$ cat src/rtl/cbfp_denorm_pkg.sv
// cbfp_denorm_pkg: shared CBFP constants and types (package cbfp_pkg).
package cbfp_pkg;
  localparam int ARRAY_SIZE = 16;
  localparam int ROWS = 4;
  localparam int DIN_W = 11;
  localparam int CNT_W = 5;
  localparam int ROW_W = $clog2(ROWS);
  typedef logic signed [DIN_W-1:0] mant_t;
  typedef mant_t [ARRAY_SIZE-1:0] row_t;
  typedef logic [CNT_W-1:0] cnt_t;
  typedef enum logic {IDLE, EMIT} state_t;
  function automatic cnt_t cmin(input cnt_t a, input cnt_t b);
    return a < b ? a : b;
  endfunction
endpackage

$ cat src/rtl/cbfp_denorm_if.sv
// cbfp_denorm_if: row-in / aligned-row-out bus of the CBFP denormaliser.
interface cbfp_denorm_if;
  import cbfp_pkg::*;
  logic valid_in;
  row_t din_re;
  row_t din_im;
  cnt_t cnt_re;
  cnt_t cnt_im;
  logic valid_out;
  row_t dout_re;
  row_t dout_im;
  cnt_t dout_exp;
  logic dout_last;
  modport master (
    output valid_in, din_re, din_im, cnt_re, cnt_im,
    input valid_out, dout_re, dout_im, dout_exp, dout_last
  );
  modport slave (
    input valid_in, din_re, din_im, cnt_re, cnt_im,
    output valid_out, dout_re, dout_im, dout_exp, dout_last
  );
endinterface

$ cat src/rtl/cbfp_denorm_align_lane.sv
// cbfp_align_lane: per-lane arithmetic right shift; rounds half-up when CBFP_DENORM_ROUND_EN is defined.
module cbfp_align_lane
  import cbfp_pkg::*;
(
  input  mant_t din_i,
  input  cnt_t  sh_i,
  output mant_t dout_o
);
`ifdef CBFP_DENORM_ROUND_EN
  localparam logic signed [DIN_W:0] MAX = (DIN_W+1)'((1 << (DIN_W-1)) - 1);
  logic [DIN_W:0] rnd;
  logic signed [DIN_W:0] sum;
  logic signed [DIN_W:0] shr;
  always_comb begin
    rnd = (DIN_W+1)'(1) << (sh_i - cnt_t'(1));
    sum = {din_i[DIN_W-1], din_i} + rnd;
    shr = sum >>> sh_i;
    dout_o = sh_i == '0 ? din_i : sh_i >= cnt_t'(DIN_W) ? '0 : shr > MAX ? MAX[DIN_W-1:0] : shr[DIN_W-1:0];
  end
`else
  mant_t shr;
  always_comb begin
    shr = din_i >>> sh_i;
    dout_o = sh_i >= cnt_t'(DIN_W) ? {DIN_W{din_i[DIN_W-1]}} : shr;
  end
`endif
endmodule

$ cat src/rtl/cbfp_denorm.sv
// cbfp_denorm: realigns each 4-row CBFP block to its minimum exponent via ping-pong banks.
// Optional macro CBFP_DENORM_ROUND_EN adds half-up rounding and one output pipeline stage.
module cbfp_denorm
  import cbfp_pkg::*;
(
  input logic clk,
  input logic rstn,
  cbfp_denorm_if.slave bus
);
  row_t mem_re_q [2][ROWS];
  row_t mem_im_q [2][ROWS];
  cnt_t cre_q [2][ROWS];
  cnt_t cim_q [2][ROWS];
  cnt_t exp_q [2];
  logic [1:0] full_q;
  logic wr_bank_q, rd_bank_q, ovr_q;
  logic [ROW_W-1:0] wr_row_q, rd_row_q;
  cnt_t min_q, min_d, sh_re, sh_im;
  state_t state_q;
  logic wr_ok, wr_last, rd_last, emit;
  row_t al_re, al_im;
  logic v1_q, l1_q;
  cnt_t e1_q;
  row_t re1_q, im1_q;
  always_comb begin
    wr_ok = bus.valid_in && !(wr_row_q == '0 && &full_q);
    wr_last = wr_row_q == ROW_W'(ROWS-1);
    rd_last = rd_row_q == ROW_W'(ROWS-1);
    min_d = wr_row_q == '0 ? cmin(bus.cnt_re, bus.cnt_im) : cmin(min_q, cmin(bus.cnt_re, bus.cnt_im));
    emit = state_q == EMIT || full_q[rd_bank_q];
    sh_re = cre_q[rd_bank_q][rd_row_q] - exp_q[rd_bank_q];
    sh_im = cim_q[rd_bank_q][rd_row_q] - exp_q[rd_bank_q];
  end
  for (genvar l = 0; l < ARRAY_SIZE; l++) begin : g_lane
    cbfp_align_lane u_re (.din_i(mem_re_q[rd_bank_q][rd_row_q][l]), .sh_i(sh_re), .dout_o(al_re[l]));
    cbfp_align_lane u_im (.din_i(mem_im_q[rd_bank_q][rd_row_q][l]), .sh_i(sh_im), .dout_o(al_im[l]));
  end
  always_ff @(posedge clk) begin
    if (wr_ok) begin
      mem_re_q[wr_bank_q][wr_row_q] <= bus.din_re;
      mem_im_q[wr_bank_q][wr_row_q] <= bus.din_im;
      cre_q[wr_bank_q][wr_row_q] <= bus.cnt_re;
      cim_q[wr_bank_q][wr_row_q] <= bus.cnt_im;
    end
  end
  always_ff @(posedge clk) begin
    if (rstn) begin
      wr_row_q <= '0;
      wr_bank_q <= 1'b0;
      rd_row_q <= '0;
      rd_bank_q <= 1'b0;
      full_q <= '0;
      min_q <= '0;
      exp_q <= '{default: '0};
      ovr_q <= 1'b0;
      state_q <= IDLE;
      v1_q <= 1'b0;
      l1_q <= 1'b0;
      e1_q <= '0;
      re1_q <= '0;
      im1_q <= '0;
    end else begin
      if (bus.valid_in && !wr_ok) ovr_q <= 1'b1;
      if (wr_ok) begin
        min_q <= min_d;
        wr_row_q <= wr_last ? '0 : wr_row_q + ROW_W'(1);
        if (wr_last) begin
          exp_q[wr_bank_q] <= min_d;
          full_q[wr_bank_q] <= 1'b1;
          wr_bank_q <= ~wr_bank_q;
        end
      end
      v1_q <= emit;
      l1_q <= emit && rd_last;
      // A bank that fills on this same edge is picked up from IDLE next cycle, so no bubble appears
      if (emit) begin
        re1_q <= al_re;
        im1_q <= al_im;
        e1_q <= exp_q[rd_bank_q];
        if (rd_last) begin
          full_q[rd_bank_q] <= 1'b0;
          rd_bank_q <= ~rd_bank_q;
          rd_row_q <= '0;
          state_q <= full_q[~rd_bank_q] ? EMIT : IDLE;
        end else begin
          rd_row_q <= rd_row_q + ROW_W'(1);
          state_q <= EMIT;
        end
      end
    end
  end
  always_ff @(posedge clk) assert (rstn || !ovr_q);
`ifdef CBFP_DENORM_ROUND_EN
  logic v2_q, l2_q;
  cnt_t e2_q;
  row_t re2_q, im2_q;
  always_ff @(posedge clk) begin
    if (rstn) begin
      v2_q <= 1'b0;
      l2_q <= 1'b0;
      e2_q <= '0;
      re2_q <= '0;
      im2_q <= '0;
    end else begin
      v2_q <= v1_q;
      l2_q <= l1_q;
      e2_q <= e1_q;
      re2_q <= re1_q;
      im2_q <= im1_q;
    end
  end
  assign bus.valid_out = v2_q;
  assign bus.dout_last = l2_q;
  assign bus.dout_exp = e2_q;
  assign bus.dout_re = re2_q;
  assign bus.dout_im = im2_q;
`else
  assign bus.valid_out = v1_q;
  assign bus.dout_last = l1_q;
  assign bus.dout_exp = e1_q;
  assign bus.dout_re = re1_q;
  assign bus.dout_im = im1_q;
`endif
endmodule

$ cat src/flat_wrapper.sv
// flat-port wrapper written by rule: the top's interface ports become plain ports
module cbfp_denorm_flat import cbfp_pkg::*;
  (clk, rstn, bus_valid_in, bus_din_re, bus_din_im, bus_cnt_re, bus_cnt_im, bus_valid_out, bus_dout_re, bus_dout_im, bus_dout_exp, bus_dout_last);
  cbfp_denorm_if bus_i ();
  input logic clk;
  input logic rstn;
  input wire logic [$bits(bus_i.valid_in)-1:0] bus_valid_in;
  input wire logic [$bits(bus_i.din_re)-1:0] bus_din_re;
  input wire logic [$bits(bus_i.din_im)-1:0] bus_din_im;
  input wire logic [$bits(bus_i.cnt_re)-1:0] bus_cnt_re;
  input wire logic [$bits(bus_i.cnt_im)-1:0] bus_cnt_im;
  output wire logic [$bits(bus_i.valid_out)-1:0] bus_valid_out;
  output wire logic [$bits(bus_i.dout_re)-1:0] bus_dout_re;
  output wire logic [$bits(bus_i.dout_im)-1:0] bus_dout_im;
  output wire logic [$bits(bus_i.dout_exp)-1:0] bus_dout_exp;
  output wire logic [$bits(bus_i.dout_last)-1:0] bus_dout_last;
  assign bus_i.valid_in = bus_valid_in;
  assign bus_i.din_re = bus_din_re;
  assign bus_i.din_im = bus_din_im;
  assign bus_i.cnt_re = bus_cnt_re;
  assign bus_i.cnt_im = bus_cnt_im;
  assign bus_valid_out = bus_i.valid_out;
  assign bus_dout_re = bus_i.dout_re;
  assign bus_dout_im = bus_i.dout_im;
  assign bus_dout_exp = bus_i.dout_exp;
  assign bus_dout_last = bus_i.dout_last;
  cbfp_denorm u_core (.clk(clk), .rstn(rstn), .bus(bus_i));
endmodule
$ cat config.mk
export PLATFORM = sky130hd
export DESIGN_NAME = cbfp_denorm_flat
export DESIGN_NICKNAME = d
export VERILOG_FILES = /design/src/rtl/cbfp_denorm_pkg.sv /design/src/rtl/cbfp_denorm_if.sv /design/src/rtl/cbfp_denorm_align_lane.sv /design/src/rtl/cbfp_denorm.sv /design/src/flat_wrapper.sv
export SDC_FILE = /design/constraint.sdc
export NUM_CORES = 2
export LEC_CHECK = 0
export CAP_MARGIN = 30
export CORE_MARGIN = 4
export CORE_UTILIZATION = 67
export CTS_BUF_LIST = sky130_fd_sc_hd__clkbuf_4
export DETAILED_ROUTE_END_ITERATION = 8
export GPL_TIMING_DRIVEN = 0
export MAX_ROUTING_LAYER = met4
export PLACE_DENSITY_LB_ADDON = 0.05
export SLEW_MARGIN = 20
export SYNTH_ARGS = -nofsm -noshare
export SYNTH_HDL_FRONTEND = slang
export SYNTH_HIERARCHICAL = 1
export SYNTH_SLANG_ARGS = --single-unit
$ cat constraint.sdc
create_clock -name clk -period 42 [get_ports clk]
set_clock_uncertainty 0.05 [all_clocks]
set_input_delay 12.6 -clock clk [delete_from_list [all_inputs] [get_ports clk]]
set_output_delay 12.6 -clock clk [all_outputs]
set_load 0.03 [all_outputs]
# Word level (Yosys, flattened, before mapping)
# Memory sizes are Yosys's and may differ from the RTL's. A register that Yosys moved wholly into a read port is not among the register bits.
# Cells that the tools add are included.
[totals]
in_bits = 365
ram_bits = 2896
reg_bits = 383
output_inout_bits = 359
memories = 4
rom_bits = 0
latch_bits = 0
elab_cells = 208
[mem_list]
columns = ["name", "words", "word_bits", "rd", "rd_clocked_by_memory_dff", "wr", "line", "rtl"]
rows = [
  ["u_core.mem_im_q", 2, 704, 1, 1, 1, "cbfp_denorm.sv:11", "row_t mem_im_q [2][ROWS];"],
  ["u_core.mem_re_q", 2, 704, 1, 1, 1, "cbfp_denorm.sv:10", "row_t mem_re_q [2][ROWS];"],
  ["u_core.cim_q", 2, 20, 1, 1, 1, "cbfp_denorm.sv:13", "cnt_t cim_q [2][ROWS];"],
  ["u_core.cre_q", 2, 20, 1, 1, 1, "cbfp_denorm.sv:12", "cnt_t cre_q [2][ROWS];"],
]
[op_classes]
eq_ne = 2
n_reduce_logical = 13
n_lt_le_gt_ge = 15
bitwise = 9
mul = 0
add_sub_neg = 4
div_mod_pow = 0
n_shift = 32
n_mux = 85
[ops]
columns = ["cell", "count"]
rows = [
  ["two-way mux 176 bit", 5],
  ["binary-select mux 176 bit (select 2 bit)", 2],
  ["two-way mux 704 bit", 1],
  ["demux 176 bit (select 2 bit)", 1],
  ["two-way mux 11 bit", 32],
  [">>> shifter 11 x 5 -> 11 bit", 32],
  ["two-way mux 5 bit", 12],
  ["binary-select mux 5 bit (select 2 bit)", 2],
  ["two-way mux 20 bit", 1],
  ["two-way mux 1 bit", 17],
  ["two-way mux 2 bit", 7],
  ["bitwise mux 10 bit", 1],
  ["demux 5 bit (select 2 bit)", 1],
  ["greater-or-equal comparator 5 x 4 -> 1 bit (second input constant)", 2],
  ["less-than comparator 5 bit", 2],
  ["subtractor 5 bit", 2],
  ["logical AND 1 bit", 7],
  ["greater-or-equal comparator 3 bit (second input constant)", 2],
  ["less-than comparator 1 x 2 -> 1 bit (second input constant)", 3],
  ["NOT 2 -> 3 bit", 2],
  ["AND reduction 2 bit", 3],
  ["demux 5 bit (select 1 bit)", 1],
  ["adder 2 x 1 -> 2 bit (second input constant)", 2],
  ["== test 2 bit (second input constant)", 2],
  ["13 further kinds", 18],
]

# Logic depth before layout (Yosys ltp)
[depth]
word_depth = 11
depth_mapped = 19
depth_no_buf = 15

# Hierarchy
# The synthesis kept the hierarchy.
[modules_own_cells]
columns = ["module", "seq_area_each_um2", "cells_each", "area_per_inst_um2", "instances"]
rows = [
  ["cbfp_denorm", 94650.8, 5945, 122530.0, 1],
  ["cbfp_align_lane", 0.0, 67, 495.5, 32],
]

# Worst setup path after synthesis
# No wires, ideal clock.
[synth_path]
path_kind = "input port to flip-flop"
start = "input bus_valid_in"
end = "memory u_core/cim_q[1][10] (netlist name), enable pin"
stages = 3
required_time_ns = 41.176
path_buffers = 1
slack_ns = 19.912
arrival_ns = 21.265
setup_ns = 0.774
path_cell_list = "and2_1 > clkbuf_1 > and3_1"
[synth_between]
elab_chain_cells = 3
[synth_rtl]
columns = ["element", "line", "rtl"]
rows = [
  ["from (decl)", "flat_wrapper.sv:7", "input wire logic [$bits(bus_i.valid_in)-1:0] bus_valid_in;"],
  ["logical AND 1 bit", "cbfp_denorm.sv:26", "wr_ok = bus.valid_in && !(wr_row_q == '0 && &full_q);"],
  ["two-way mux 1 bit", "cbfp_denorm.sv:39", "if (wr_ok) begin"],
  ["two-way mux 20 bit (implied by the code)", "cbfp_denorm.sv:43", "cim_q[wr_bank_q][wr_row_q] <= bus.cnt_im;"],
  ["to (decl)", "cbfp_denorm.sv:13", ""],
]
# No other way between the ends.

# Final worst setup path
[layout_path]
start = "register u_core.im1_q, in the netlist u_core/bus.dout_im[2]"
end = "output bus_dout_im[2]"
[layout_rtl]
columns = ["element", "line", "rtl"]
rows = [
  ["from (decl)", "cbfp_denorm.sv:24", "row_t re1_q, im1_q;"],
  ["from (signal assigned)", "cbfp_denorm.sv:78", "im1_q <= al_im;"],
  ["to (decl)", "flat_wrapper.sv:14", "output wire logic [$bits(bus_i.dout_im)-1:0] bus_dout_im;"],
]
# No word-level cell between the ends.

==> flow_summary_export.csv <==
group,metric,value,unit
status,outcome,"finished, final reports clean",
worst_setup_path,start_kind,"flip-flop",
sta,fin_setup_tns,0,ns
worst_setup_path,endpoint_kind,"output pin",
worst_setup_path,r2r_cells,19,
worst_setup_path,crit_arrival,2.74,ns
cells_and_area,layout_commonest_cell,"edfxtp_1",
worst_setup_path,r2r-start,"u_core/rd_row_q[1]",
worst_setup_path,path_class,"reg2out",
worst_setup_path,cp_max_fo,2,
worst_setup_path,r2r_end,"u_core/bus.dout_re[132]",
placed_design,postPlaceCellArea,152000,sq um
cts,cts_resized,0,
logic_synthesis,ys.warnings.count,6,
grt,grt_overflow,0,
floorplan,num_io_pins,724,
sta,fin_crit,15.39,ns
cells_and_area,layout-drive-gt1-share,0.291,
logic_synthesis,avgSynthCellArea,17.1,sq um
sta,rsz0062_at_grt,"no",
worst_setup_path,crit_slowest_cell,"clkdlybuf4s50_1",
cells_and_area,areaGrowthSynthToFinish,17.5,%
placed_design,place.port_buffers,722,
power_and_ir_drop,ir_drop,0.0370,mV
cells_and_area,fin_area,163000,sq um
logic_synthesis,synth_top_area_frac,0.628,
placed_design,finalWeightedCongestion,0.920,
logic_synthesis,synth-seq-area-share,0.684,
cts,htreeDepth,6,
sta,fin_ws,26.61,ns
cts,cts_tree,"built",
hold_path,hold_path_class,"reg2reg",
cells_and_area,final_net_count,10100,
floorplan,die_area,214000,sq um
sta,final_max_slew_viol_count,0,
cts,ctsHoldBuffers,0,
cts,root_buffer,"clkbuf_4",
logic_synthesis,synth_edf_count,2896,
worst_setup_path,cp_slowest_stage_delay,0.82,ns
cts,cts_setup_buffers,0,
floorplan,rows,166,
cts,cts_buffers,799,
floorplan,die_w,462,um
logic_synthesis,ys_types,51,
cts,clk_pin_slew_worst_paths,0.07,ns
logic_synthesis,async_flop_share,0,
job,maxCapViolations,0,
floorplan,core_area,205000,sq um
sta,period_share,0.366,
logic_synthesis,ys.flop_type,"edfxtp_1",
cts,cts_buffer_depth,4,
worst_setup_path,crit_chain,"clkdlybuf4s50_1",
sta,hold_violations,0,
logic_synthesis,syn_nets,8477,
route,postRouteAntennaNets,0,
logic_synthesis,yosysTopAreaCell,"edfxtp_1",
placed_design,dp_slack,25.43,ns
route,post_drt_wl_per_cell,28.8,um
grt,grt_pass1_wl,557,mm
logic_synthesis,synth_seq_cells,3280,
floorplan,start_util,0.675,
worst_setup_path,required,29.35,ns
route,routed_wl,380,mm
logic_synthesis,synth_cells,8089,
power_and_ir_drop,leakage,53.0,nW
sta,relSlewSlack,0.344,
grt,grt_max_degree,67,
route,dr.pass1.iters,6,
route,via_per_inst,6.48,
logic_synthesis,synth.area.top_cells,"edfxtp_1 (63%), mux4_2 (13%), dfxtp_1 (5.6%)",
hold_path,min_to,"u_core/bus.dout_im[62]",
hold_path,worstHoldStart,"u_core/bus.dout_im[62]",
sta,tightest_slew,0.984,ns
worst_setup_path,r2r_slack,35.84,ns
worst_setup_path,worst-path-buf-inv,1,
logic_synthesis,syn_area,138000,sq um
worst_setup_path,cpLargestDelayFamily,"buffers and inverters",
route,drt_iter0_drc,9891,
hold_path,hold_depth,2,
floorplan,die_h,462,um
grt,antenna_found_initial,126,
cells_and_area,layout_common_cells,"edfxtp_1 (2,896), clkbuf_4 (1,223), nand2_1 (1,036)",
placed_design,hpwl,254,mm
cts,clock_sinks,3280,
route,drc,0,
grt,grt_pass1_vias,85600,
cts,clock_latency,1.48,ns
sta,setup-violations-final,0,
route,vias,85500,
grt,grt_use_total,0.365,
sta,max_freq,0.0650,GHz
power_and_ir_drop,power.density,43.1,nW/um^2
==> power by group <==
| part | internal, W | leakage (nW) | switching (W) |
|---|---|---|---|
| Sequential | 0.00361 | 29.4 | 0.0000187 |
| Clock | 0.00141 | 6.23 | 0.00124 |
| Combinational | 0.000297 | 17.3 | 0.000425 |
==> flip-flops by register name, indices dropped and copies added (netlist names), named ones only <==
signal                count
u_core/min_q              5
u_core/wr_row_q           2
u_core/bus.dout_exp       5
u_core/mem_re_q        1408
u_core/rd_bank_q          1
u_core/state_q            1
u_core/bus.dout_re      176
u_core/bus.valid_out      1
u_core/cim_q             40
u_core/cre_q             40
u_core/wr_bank_q          1
u_core/mem_im_q        1408
u_core/full_q             2
u_core/rd_row_q           2
u_core/bus.dout_last      1
u_core/exp_q             10
u_core/bus.dout_im      176
==> worst max path at each step <==
stage	start	to	slack, ns	cells past startpoint
after detailed placement	bus_cnt_im[2]	u_core/exp_q[8]	25.43	16
after CTS	u_core/bus.dout_im[2]	bus_dout_im[2]	26.48	1
final	u_core/bus.dout_im[2]	bus_dout_im[2]	26.61	1
after global routing	u_core/bus.dout_im[2]	bus_dout_im[2]	26.49	1
after global placement	bus_valid_in	u_core/mem_re_q[1][309]	10.54	4
after floorplan	bus_valid_in	u_core/cim_q[1][10]	19.91	3
==> through the flow <==
stage	util	std cells	power, W	hold slack (ns)
global placement	0.727	11500	0.00442	0.389
global route	0.793	13200	0.00730	0.418
CTS	0.791	13100	0.00704	0.402
detailed placement	0.740	11600	0.00440	0.394
floorplan	-	8089	0.00416	0.419
finish	0.793	13200	0.00700	0.400
==> per-layer routing <==
layer | track usage | wire (um)
met1 | 0.476 | 139000
met2 | 0.543 | 179000
met3 | 0.109 | 44800
met4 | 0.160 | 16600
met5 | - | 0
==> cell type report <==
class | instances | area, sq um
flip-flops and latches | 3280 | 94700
fillers | 11000 | 42400
multi-input cells | 4198 | 40600
repair buffers | 862 | 9980
clock buffers | 1223 | 9180
well taps | 2688 | 3360
plain buffers | 555 | 3020
clock inverters | 218 | 1240
diodes | 117 | 293
inverters | 56 | 233
==> synth_stat cells (21+ instances only) <==
master	number
o22ai_1	32
o211ai_1	34
nor2b_1	33
a22o_1	32
mux4_2	788
o31ai_1	32
mux2_2	457
clkbuf_1	219
dfxtp_1	384
a21o_1	37
o21ai_0	193
a211o_1	33
nor3_1	164
buf_6	73
a211oi_1	42
nand3_1	98
nor2_1	213
nand2_1	1036
a221o_1	32
edfxtp_1	2896
mux4_1	96
buf_1	29
a21boi_0	32
buf_2	201
or3_1	32
mux2i_1	171
inv_1	56
a311oi_1	32
ha_1	21
a21oi_1	491
buf_4	33
==> kinds of logic after synthesis <==
family | synth area share
simple gates | 0.0479
compound gates | 0.0460
buf+inv | 0.0232
xor+xnor | 0.000570
mux | 0.196
flops | 0.684
fa+ha+maj | 0.00219
==> worst min-delay path, cell delays in order (launching register included) <==
cell and delay (ns):
dfxtp_1 0.31, nand2_1 0.05, a21oi_1 0.05
Note: power is estimated with default switching activity, not from simulation.
